**config.mk**
```make
export PLATFORM = sky130hd
export DESIGN_NAME = keypad_reader
export DESIGN_NICKNAME = d
export VERILOG_FILES = /design/src/rtl/keypad_reader.sv
export SDC_FILE = /design/constraint.sdc
export NUM_CORES = 1
export LEC_CHECK = 0
export BUFFER_PORTS_ARGS = -buffer_cell sky130_fd_sc_hd__buf_2
export CAP_MARGIN = 5
export CORE_ASPECT_RATIO = 0.6
export CORE_MARGIN = 2
export CORE_UTILIZATION = 59
export DETAILED_ROUTE_END_ITERATION = 6
export HOLD_SLACK_MARGIN = 0.12
export PLACE_DENSITY_LB_ADDON = 0.1
export SYNTH_ARGS = -nofsm -noshare
export SYNTH_HDL_FRONTEND = slang
export SYNTH_SLANG_ARGS = --single-unit
```
**constraint.sdc**
```tcl
create_clock -name clk_in -period 15.9 [get_ports clk_in]
set_input_delay 3.18 -clock clk_in [delete_from_list [all_inputs] [get_ports clk_in]]
set_output_delay 3.18 -clock clk_in [all_outputs]
set_load 0.05 [all_outputs]
```
**src/rtl/keypad_reader.sv**
```systemverilog
// 4x4 active-low matrix keypad scanner with frame debounce, latched key code
// and a read-only CS_N/IOR_N bus exposing DATA (A0=0) and STATUS (A0=1).
module keypad_reader #(
   parameter int unsigned SCAN_DIV     = 16,
   parameter int unsigned DEBOUNCE_CNT = 4
) (
   input  logic       clk_in,
   input  logic       rst,
   input  logic       CS_N,
   input  logic       IOR_N,
   input  logic       A0,
   output logic [3:0] row_n,
   input  logic [3:0] col_n,
   output logic [7:0] dout,
   output logic       irq
);

   // Codes 0..15 are keys; bit 4 set means "no single key".
   localparam logic [4:0]  CODE_NONE = 5'h10;
   localparam logic [15:0] DIV_LAST  = 16'(SCAN_DIV - 1);
   localparam logic [7:0]  DB_MAX    = 8'(DEBOUNCE_CNT);

   logic [3:0]  col_s1_q, col_s2_q;
   logic [15:0] div_q, div_d;
   logic [1:0]  row_q, row_d;
   logic [3:0]  row_n_q, row_n_d;
   logic [15:0] snap_q, snap_d;
   logic        row_end, frame_end;

   logic [4:0]  frame_code;
   logic [4:0]  ones;
   logic [3:0]  idx;

   logic [4:0]  cand_q, cand_d;
   logic [7:0]  cnt_q, cnt_d;
   logic [4:0]  stable_q, stable_d;
   logic        key_event;

   logic [3:0]  data_q, data_d;
   logic        valid_q, valid_d;
   logic        ovr_q, ovr_d;
   logic        rd_sel_q;
   logic        rd_data_sel, rd_clear;
   logic        key_down;

   // Row scan: each row is driven low for SCAN_DIV clocks; the synced columns
   // are captured on the last clock of that row's slot.
   always_comb begin
      div_d     = div_q;
      row_d     = row_q;
      row_n_d   = row_n_q;
      snap_d    = snap_q;
      row_end   = (div_q == DIV_LAST);
      frame_end = row_end && (row_q == 2'd3);
      if (row_end) begin
         div_d                       = '0;
         row_d                       = row_q + 2'd1;
         row_n_d                     = {row_n_q[2:0], row_n_q[3]};
         snap_d[{row_q, 2'b00} +: 4] = ~col_s2_q;
      end else begin
         div_d = div_q + 16'd1;
      end
   end

   // Frame decode sees the snapshot including the row captured this cycle.
   always_comb begin
      ones = '0;
      idx  = '0;
      for (int i = 0; i < 16; i++) begin
         if (snap_d[i]) begin
            ones = ones + 5'd1;
            idx  = 4'(i);
         end
      end
      frame_code = (ones == 5'd1) ? {1'b0, idx} : CODE_NONE;
   end

   always_comb begin
      cand_d    = cand_q;
      cnt_d     = cnt_q;
      stable_d  = stable_q;
      key_event = 1'b0;
      if (frame_end) begin
         if (frame_code == cand_q) begin
            if (cnt_q != DB_MAX) begin
               cnt_d = cnt_q + 8'd1;
            end
         end else begin
            cand_d = frame_code;
            cnt_d  = 8'd1;
         end
         if ((cnt_d == DB_MAX) && (cand_d != stable_q)) begin
            stable_d  = cand_d;
            key_event = (cand_d != CODE_NONE);
         end
      end
   end

   // A DATA read clears on the first cycle of its strobe only; an event in
   // that same cycle takes priority and leaves a fresh, non-overrun key.
   assign rd_data_sel = ~CS_N & ~IOR_N & ~A0;
   assign rd_clear    = rd_data_sel & ~rd_sel_q;

   always_comb begin
      data_d  = data_q;
      valid_d = valid_q;
      ovr_d   = ovr_q;
      if (key_event) begin
         data_d  = stable_d[3:0];
         valid_d = 1'b1;
         ovr_d   = rd_clear ? 1'b0 : (ovr_q | valid_q);
      end else if (rd_clear) begin
         valid_d = 1'b0;
         ovr_d   = 1'b0;
      end
   end

   assign key_down = (stable_q != CODE_NONE);

   always_comb begin
      dout = 8'h00;
      if (!CS_N && !IOR_N) begin
         dout = A0 ? {5'b0, key_down, ovr_q, valid_q} : {4'h0, data_q};
      end
   end

   always_ff @(posedge clk_in) begin
      if (rst) begin
         col_s1_q <= 4'hF;
         col_s2_q <= 4'hF;
         div_q    <= '0;
         row_q    <= '0;
         row_n_q  <= 4'b1110;
         snap_q   <= '0;
         cand_q   <= CODE_NONE;
         cnt_q    <= '0;
         stable_q <= CODE_NONE;
         data_q   <= '0;
         valid_q  <= 1'b0;
         ovr_q    <= 1'b0;
         rd_sel_q <= 1'b0;
      end else begin
         col_s1_q <= col_n;
         col_s2_q <= col_s1_q;
         div_q    <= div_d;
         row_q    <= row_d;
         row_n_q  <= row_n_d;
         snap_q   <= snap_d;
         cand_q   <= cand_d;
         cnt_q    <= cnt_d;
         stable_q <= stable_d;
         data_q   <= data_d;
         valid_q  <= valid_d;
         ovr_q    <= ovr_d;
         rd_sel_q <= rd_data_sel;
      end
   end

   assign row_n = row_n_q;
   assign irq   = valid_q;

endmodule

```
# Word level (Yosys, flattened, before mapping)

Index checks and enable logic that the tools add are counted.

Equality and inequality tests: 9
Magnitude comparators: 0
Div/mod/pow operators: 0
Bitwise gates (word level): 9
Muxes and demuxes: 49
Reduce and logical (&&, ||, !) cells: 8
Shift operators: 2
Multiply operators: 0
Add/subtract/negate cells: 19

Operator list:

| operator                                               | count |
|---|---|
| two-way mux 5 bit                                      | 18 |
| adder 5 x 1 -> 5 bit (second input constant)           | 15 |
| two-way mux 4 bit                                      | 18 |
| two-way mux 8 bit                                      | 3 |
| adder 16 x 1 -> 16 bit (second input constant)         | 1 |
| bitwise mux 16 bit                                     | 1 |
| equality test 16 x 4 -> 1 bit (second input constant)  | 1 |
| two-way mux 16 bit                                     | 1 |
| variable shift 4 x 6 -> 16 bit (first input constant)  | 1 |
| indexed part select 4 x 6 -> 16 bit                    | 1 |
| inequality test 5 bit (second input constant)          | 2 |
| adder 8 x 1 -> 8 bit (second input constant)           | 1 |
| equality test 8 x 3 -> 1 bit (second input constant)   | 1 |
| two-way mux 1 bit                                      | 8 |
| inequality test 8 x 3 -> 1 bit (second input constant) | 1 |
| negation 4 -> 6 bit                                    | 1 |
| equality test 5 x 1 -> 1 bit (second input constant)   | 1 |
| equality test 5 bit                                    | 1 |
| inequality test 5 bit                                  | 1 |
| inverter 1 bit                                         | 4 |
| inverter 4 bit                                         | 1 |
| AND 1 bit                                              | 3 |
| logical AND 1 bit                                      | 3 |
| adder 2 x 1 -> 2 bit (second input constant)           | 1 |
| other kinds (6)                                        | 7 |

Memory bits (read-only): 0
Latch bits: 0
Input port bits: 9
RAM bits: 0
Output and inout bits: 13
Flip-flop bits (word level): 71
Memories kept: 0

# Logic depth before layout (Yosys ltp)

Word-level depth: 45
Gate-level depth with buffers: 61

# Worst setup path after synthesis

No wires, ideal clock.

Path kind: register -> register
Start point: reg div_q[0]
End point: reg stable_q[1]
Stages on the path, launching flop included: 58
Data required time: 15.784 ns
Path slack: 5.177 ns
Clock period less this slack: 10.723 ns
Library setup time: 0.116 ns
Data arrival time: 10.606 ns
Cell sequence: dfxtp_1 ha_1 and3_1 clkbuf_1 and4_1 buf_2 nand2_1 a21oi_1 ha_1 xnor2_1 ha_1 a22o_1 o211ai_1 nand2_1 ha_1 nand2_1 nand2_1 ha_1 [... 22 more ...] ha_1 o32a_1 ha_1 nand2_1 nand2_1 ha_1 nor2_1 a31oi_1 ha_1 xor2_1 xnor2_1 o2111ai_1 a21oi_1 nand2_1 mux2i_2 mux2_2 and4_1 a31o_2

Cells in the longest elaborated chain, start to end: 42
Elaborated cells on any way between the ends: 61
Those cells by class: 15 x add/sub; 5 x eq/ne; 39 x mux; 2 x reduce/logical

Ends and longest elaborated chain:

| item                                                                  | line | text |
|---|---|---|
| start, declared                                                       | 24   | `logic [15:0] div_q, div_d;` |
| start signal, assigned                                                | 145  | `div_q <= div_d;` |
| equality test 16 x 4 -> 1 bit (*)                                     | 53   | `row_end = (div_q == DIV_LAST);` |
| two-way mux 16 bit                                                    | 55   | `if (row_end) begin` |
| two-way mux 1 bit                                                     | 70   | `if (snap_d[i]) begin` |
| adder 5 x 1 -> 5 bit                                                  | 71   | `ones = ones + 5'd1;` |
| two-way mux 5 bit                                                     | 70   |  |
| adder 5 x 1 -> 5 bit                                                  | 71   |  |
| two-way mux 5 bit                                                     | 70   |  |
| adder 5 x 1 -> 5 bit                                                  | 71   |  |
| [... 26 more ...]                                                     | -    |  |
| two-way mux 5 bit                                                     | 75   | `frame_code = (ones == 5'd1) ? {1'b0, idx} : CODE_NONE;` |
| equality test 5 bit                                                   | 84   | `if (frame_code == cand_q) begin` |
| two-way mux 8 bit or two-way mux 5 bit (tied branches)                | 84   |  |
| two-way mux 8 bit or two-way mux 5 bit (tied branches)                | 83   | `if (frame_end) begin` |
| equality test 8 x 3 -> 1 bit or inequality test 5 bit (tied branches) | 92   | `if ((cnt_d == DB_MAX) && (cand_d != stable_q)) begin` |
| logical AND 1 bit                                                     | 92   |  |
| two-way mux 4 bit                                                     | 92   |  |
| two-way mux 4 bit (*)                                                 | 83   |  |
| end signal, assigned                                                  | 151  | `stable_q <= stable_d;` |
| end, declared                                                         | 36   | `logic [4:0] stable_q, stable_d;` |

Mark *: on every way between the ends. The rest lies on a longest branch, timed or not. The select of a mux whose other input is x is not followed.
A chain may end at the register's enable or synchronous reset.

# Final worst setup path

Start point: reg div_q[0]
End point: reg cnt_q[4]

Cells in the longest elaborated chain, start to end: 38
Elaborated cells on any way between the ends: 54
Those cells by class: 15 x add/sub; 3 x eq/ne; 35 x mux; 1 x reduce/logical

Ends and longest elaborated chain:

| item                              | line | text |
|---|---|---|
| equality test 16 x 4 -> 1 bit (*) | 53   |  |
| two-way mux 16 bit                | 55   |  |
| two-way mux 1 bit                 | 70   |  |
| adder 5 x 1 -> 5 bit              | 71   |  |
| two-way mux 5 bit                 | 70   |  |
| adder 5 x 1 -> 5 bit              | 71   |  |
| two-way mux 5 bit                 | 70   |  |
| adder 5 x 1 -> 5 bit              | 71   |  |
| [... 22 more ...]                 | -    |  |
| two-way mux 5 bit                 | 70   |  |
| adder 5 x 1 -> 5 bit              | 71   |  |
| two-way mux 5 bit                 | 70   |  |
| equality test 5 x 1 -> 1 bit      | 75   |  |
| two-way mux 5 bit                 | 75   |  |
| equality test 5 bit               | 84   |  |
| two-way mux 8 bit                 | 84   |  |
| two-way mux 8 bit                 | 83   |  |
| end signal, assigned              | 150  | `cnt_q <= cnt_d;` |
| end, declared                     | 35   | `logic [7:0] cnt_q, cnt_d;` |

Marks and branches as above.

==> results.py <==
metrics = {
    "worst_hold_path": {
        "min_path_type": "reg -> reg",
        "hold-path-endpoint": "col_s2_q[1]$_SDFF_PP1_",
        "hp-start": "col_s1_q[1]$_SDFF_PP1_",
        "holdPathStages": 1,
    },
    "clocking": {
        "h-tree-depth": 3,
        "cts_setup_buffers": 0,
        "cts_made_buffers": 9,
        "clkLatencyLatePin_ps": 330,
        "cts-root-buf": "clkbuf_16",
        "ctsHoldBuffers": 0,
        "postCtsResizedCells": 0,
        "clk_pin_slew_ps": 60,
        "clock_path_buffers": 2,
        "cts.sinks": 71,
        "tritoncts": "yes",
    },
    "critical_path": {
        "end_kind": "register",
        "max_stage_delay_ps": 640,
        "arrival_ps": 12970,
        "r2r_start": "div_q[0]$_SDFF_PP0_",
        "cp.required_ps": 16080,
        "r2r_end": "cnt_q[4]$_SDFFE_PP0P_",
        "path_class": "reg -> reg",
        "path_max_fanout": 12,
        "reg2regPathDepth": 55,
        "start_kind": "register",
        "cp_common_cell": "ha_1",
        "reg2reg_slack_ps": 3120,
        "crit_slowest_cell": "mux2i_1",
    },
    "place": {
        "dp_hpwl_microns": 10000,
        "place_congestion": 0.864,
        "io_buffers": 17,
        "place_inst": 842,
    },
    "global_routing": {
        "grt_pass1_vias": 4732,
        "gr-usage-met2_pct": 39.3,
        "grt_pass1_wl_microns": 23100,
        "antenna_found_initial": 0,
        "grt_usage_pct": 27.4,
        "grtUsageMet1_pct": 42.1,
        "grt_busiest_layer": "met1",
        "grt_max_degree": 48,
        "gr-total-overflow": 0,
        "grt_util_met3_pct": 4.73,
    },
    "floorplanning": {
        "coreArea_sq_um": 9260,
        "die_area_sq_um": 10500,
        "row_count": 27,
        "num_io_pins": 22,
        "die_x_microns": 131,
        "initial_core_util_pct": 61.5,
        "dieHeight_microns": 80.1,
    },
    "yosys": {
        "synth-edff-count": 0,
        "async_reset_ff_share_pct": 0,
        "syn-mean-instance-area_sq_um": 7.86,
        "seq_area_frac_synth_pct": 25.0,
        "synthCells": 724,
        "synth.distinct_cells": 75,
        "syn-cell-area_sq_um": 5690,
        "yosys_warnings": 0,
        "synth_ff_type": "dfxtp_1",
        "synth_seq_cells": 71,
    },
    "drt": {
        "wl_per_cell_microns": 15.7,
        "drc": 0,
        "vias": 5179,
        "first_pass_iters": 5,
        "drtAntennaViolNets": 0,
        "routed_wl_microns": 13400,
        "routed_via_density": 6.03,
        "drt_iter0_markers": 447,
    },
    "sta": {
        "slew_violations": 0,
        "setup_tns_ps": 0,
        "fin_crit_ps": 12780,
        "timing.hold.ws_ps": 410,
        "setup_violations": 0,
        "grt_setup_unrepaired": "false",
        "finClkSkew_ps": 7.48,
        "slew_headroom_pct": 45.3,
        "fmax_ghz": 0.0782,
        "worst_slew_pin_slew_ps": 820,
        "min_period_over_period_pct": 80.4,
        "hold_violations": 0,
    },
    "cells_and_area": {
        "layout_commonest_cell": "nor2_1",
        "diodes": 0,
        "area_growth_pct": 7.63,
        "final_net_count": 755,
        "fillers": 783,
        "instances_no_fill": 859,
        "final_cell_mix": "87 x nor2_1, 75 x nand2_1, 71 x dfxtp_1, 43 x a21oi_1, 38 x xnor2_1",
        "drive_above_1_share_pct": 10.6,
    },
    "power": {
        "p_per_area_nw_per_um2": 65.9,
        "irDropWorstVdd_uv": 59.5,
        "leakage_nw": 2.59,
    },
    "run_status": {
        "outcome": "complete, no violations",
    },
    "run": {
        "cap_violations": 0,
    },
}
-- registers in the layout, indices dropped and copies added, names as in the netlist --
name      count
cnt_q         8
col_s2_q      4
ovr_q         1
row_n         4
stable_q      5
irq           1
snap_q       16
data_q        4
row_q         2
cand_q        5
col_s1_q      4
div_q        16
rd_sel_q      1
-- where the power goes --
part	switching (mW)	internal [mW]	leakage [nW]	total [mW]
registers	0.00249	0.180	0.575	0.182
clock network	0.0822	0.128	0.152	0.211
logic	0.00785	0.00325	1.86	0.0111
total	0.0926	0.311	2.59	0.404
-- cells by family (layout without fill, tap and decap cells) --
kind of cell	count (synthesis)	count (layout)	synth area share (%)
AOI/OAI and AO/OA	139	139	15.7
xor gates and xnor gates	77	77	14.4
adders and majority gates	22	22	4.84
buffers and inverters	55	57	4.09
DFF	71	71	25.0
muxes	38	38	7.10
other	1	4	0.0659
and+or+nand+nor	321	321	28.8
-- critical path: cells and delay by family, from the launching register on --
family | cells | cell delay [ps]
fa+ha+maj | 15 | 4600
compound gates | 16 | 3120
simple gates | 18 | 2730
mux | 2 | 1220
xor+xnor | 3 | 510
flops | 1 | 350
buf+inv | 1 | 80
-- how the worst max path moves through the flow --
stage	startpoint	end	slack, ps	cells after the start
after global placement	div_q[0]$_SDFF_PP0_	cnt_q[4]$_SDFFE_PP0P_	3950	55
after floorplan	div_q[0]$_SDFF_PP0_	stable_q[1]$_SDFF_PP0_	5180	57
final	div_q[0]$_SDFF_PP0_	cnt_q[4]$_SDFFE_PP0P_	3120	55
after detailed placement	div_q[0]$_SDFF_PP0_	cnt_q[4]$_SDFFE_PP0P_	3380	55
after CTS	div_q[0]$_SDFF_PP0_	cnt_q[4]$_SDFFE_PP0P_	3310	55
after global routing	div_q[0]$_SDFF_PP0_	cnt_q[0]$_SDFFE_PP0P_	2020	55
-- per-layer routing --
metal	part of all wire, %	up-vias
met5	0	-
met4	0.60	0
met3	7.1	9
met2	40	193
met1	52	2411
li1	-	2566
-- per-stage QoR --
step                      setup slack (ps)  utilization, %  total power [mW]  area, sq um
after floorplan                       5180               -             0.195         5700
after global placement                3950            62.7             0.197         5800
after detailed placement              3380            62.7             0.197         5800
after CTS                             3310            66.1             0.406         6120
after global routing                  2020            66.2             0.415         6120
final                                 3120            66.2             0.404         6120
-- cell type report --
cell class                      instances  area [sq um]  share of cell area, %
Clock buffer                           10           239                   3.90
Inverter                               23          88.8                   1.45
Timing Repair Buffer                   18          90.1                   1.47
Clock inverter                          6          75.1                   1.23
Multi-Input combinational cell        601          4050                   66.1
Sequential cell                        71          1420                   23.2
Tap cell                              130           163                   2.66
-- cell usage after synthesis, drive strengths merged (4+ instances only) --
master | number | area share [%]
or2 | 12 | 1.3
buf | 12 | 1.2
o21a | 4 | 0.53
and2 | 12 | 1.3
mux2 | 10 | 2.0
nand2b | 8 | 0.88
dfxtp | 71 | 25
a21o | 12 | 1.6
nand3 | 35 | 3.2
o211ai | 5 | 0.66
nand4 | 10 | 1.4
a211oi | 5 | 0.66
a31o | 4 | 0.62
o21ai | 33 | 2.9
mux2i | 28 | 5.1
a31oi | 6 | 0.66
or3 | 9 | 0.99
clkbuf | 20 | 1.3
and3 | 9 | 0.99
nor4 | 11 | 2.0
nor2 | 87 | 5.7
xor2 | 29 | 4.6
and4 | 7 | 1.1
xnor2 | 42 | 7.4
nand2 | 75 | 4.9
nand3b | 6 | 0.79
nor2b | 5 | 0.55
a21oi | 43 | 3.8
inv | 22 | 1.5
nor3 | 25 | 2.2
ha | 22 | 4.8
Note: power is estimated with default switching activity, not from simulation.
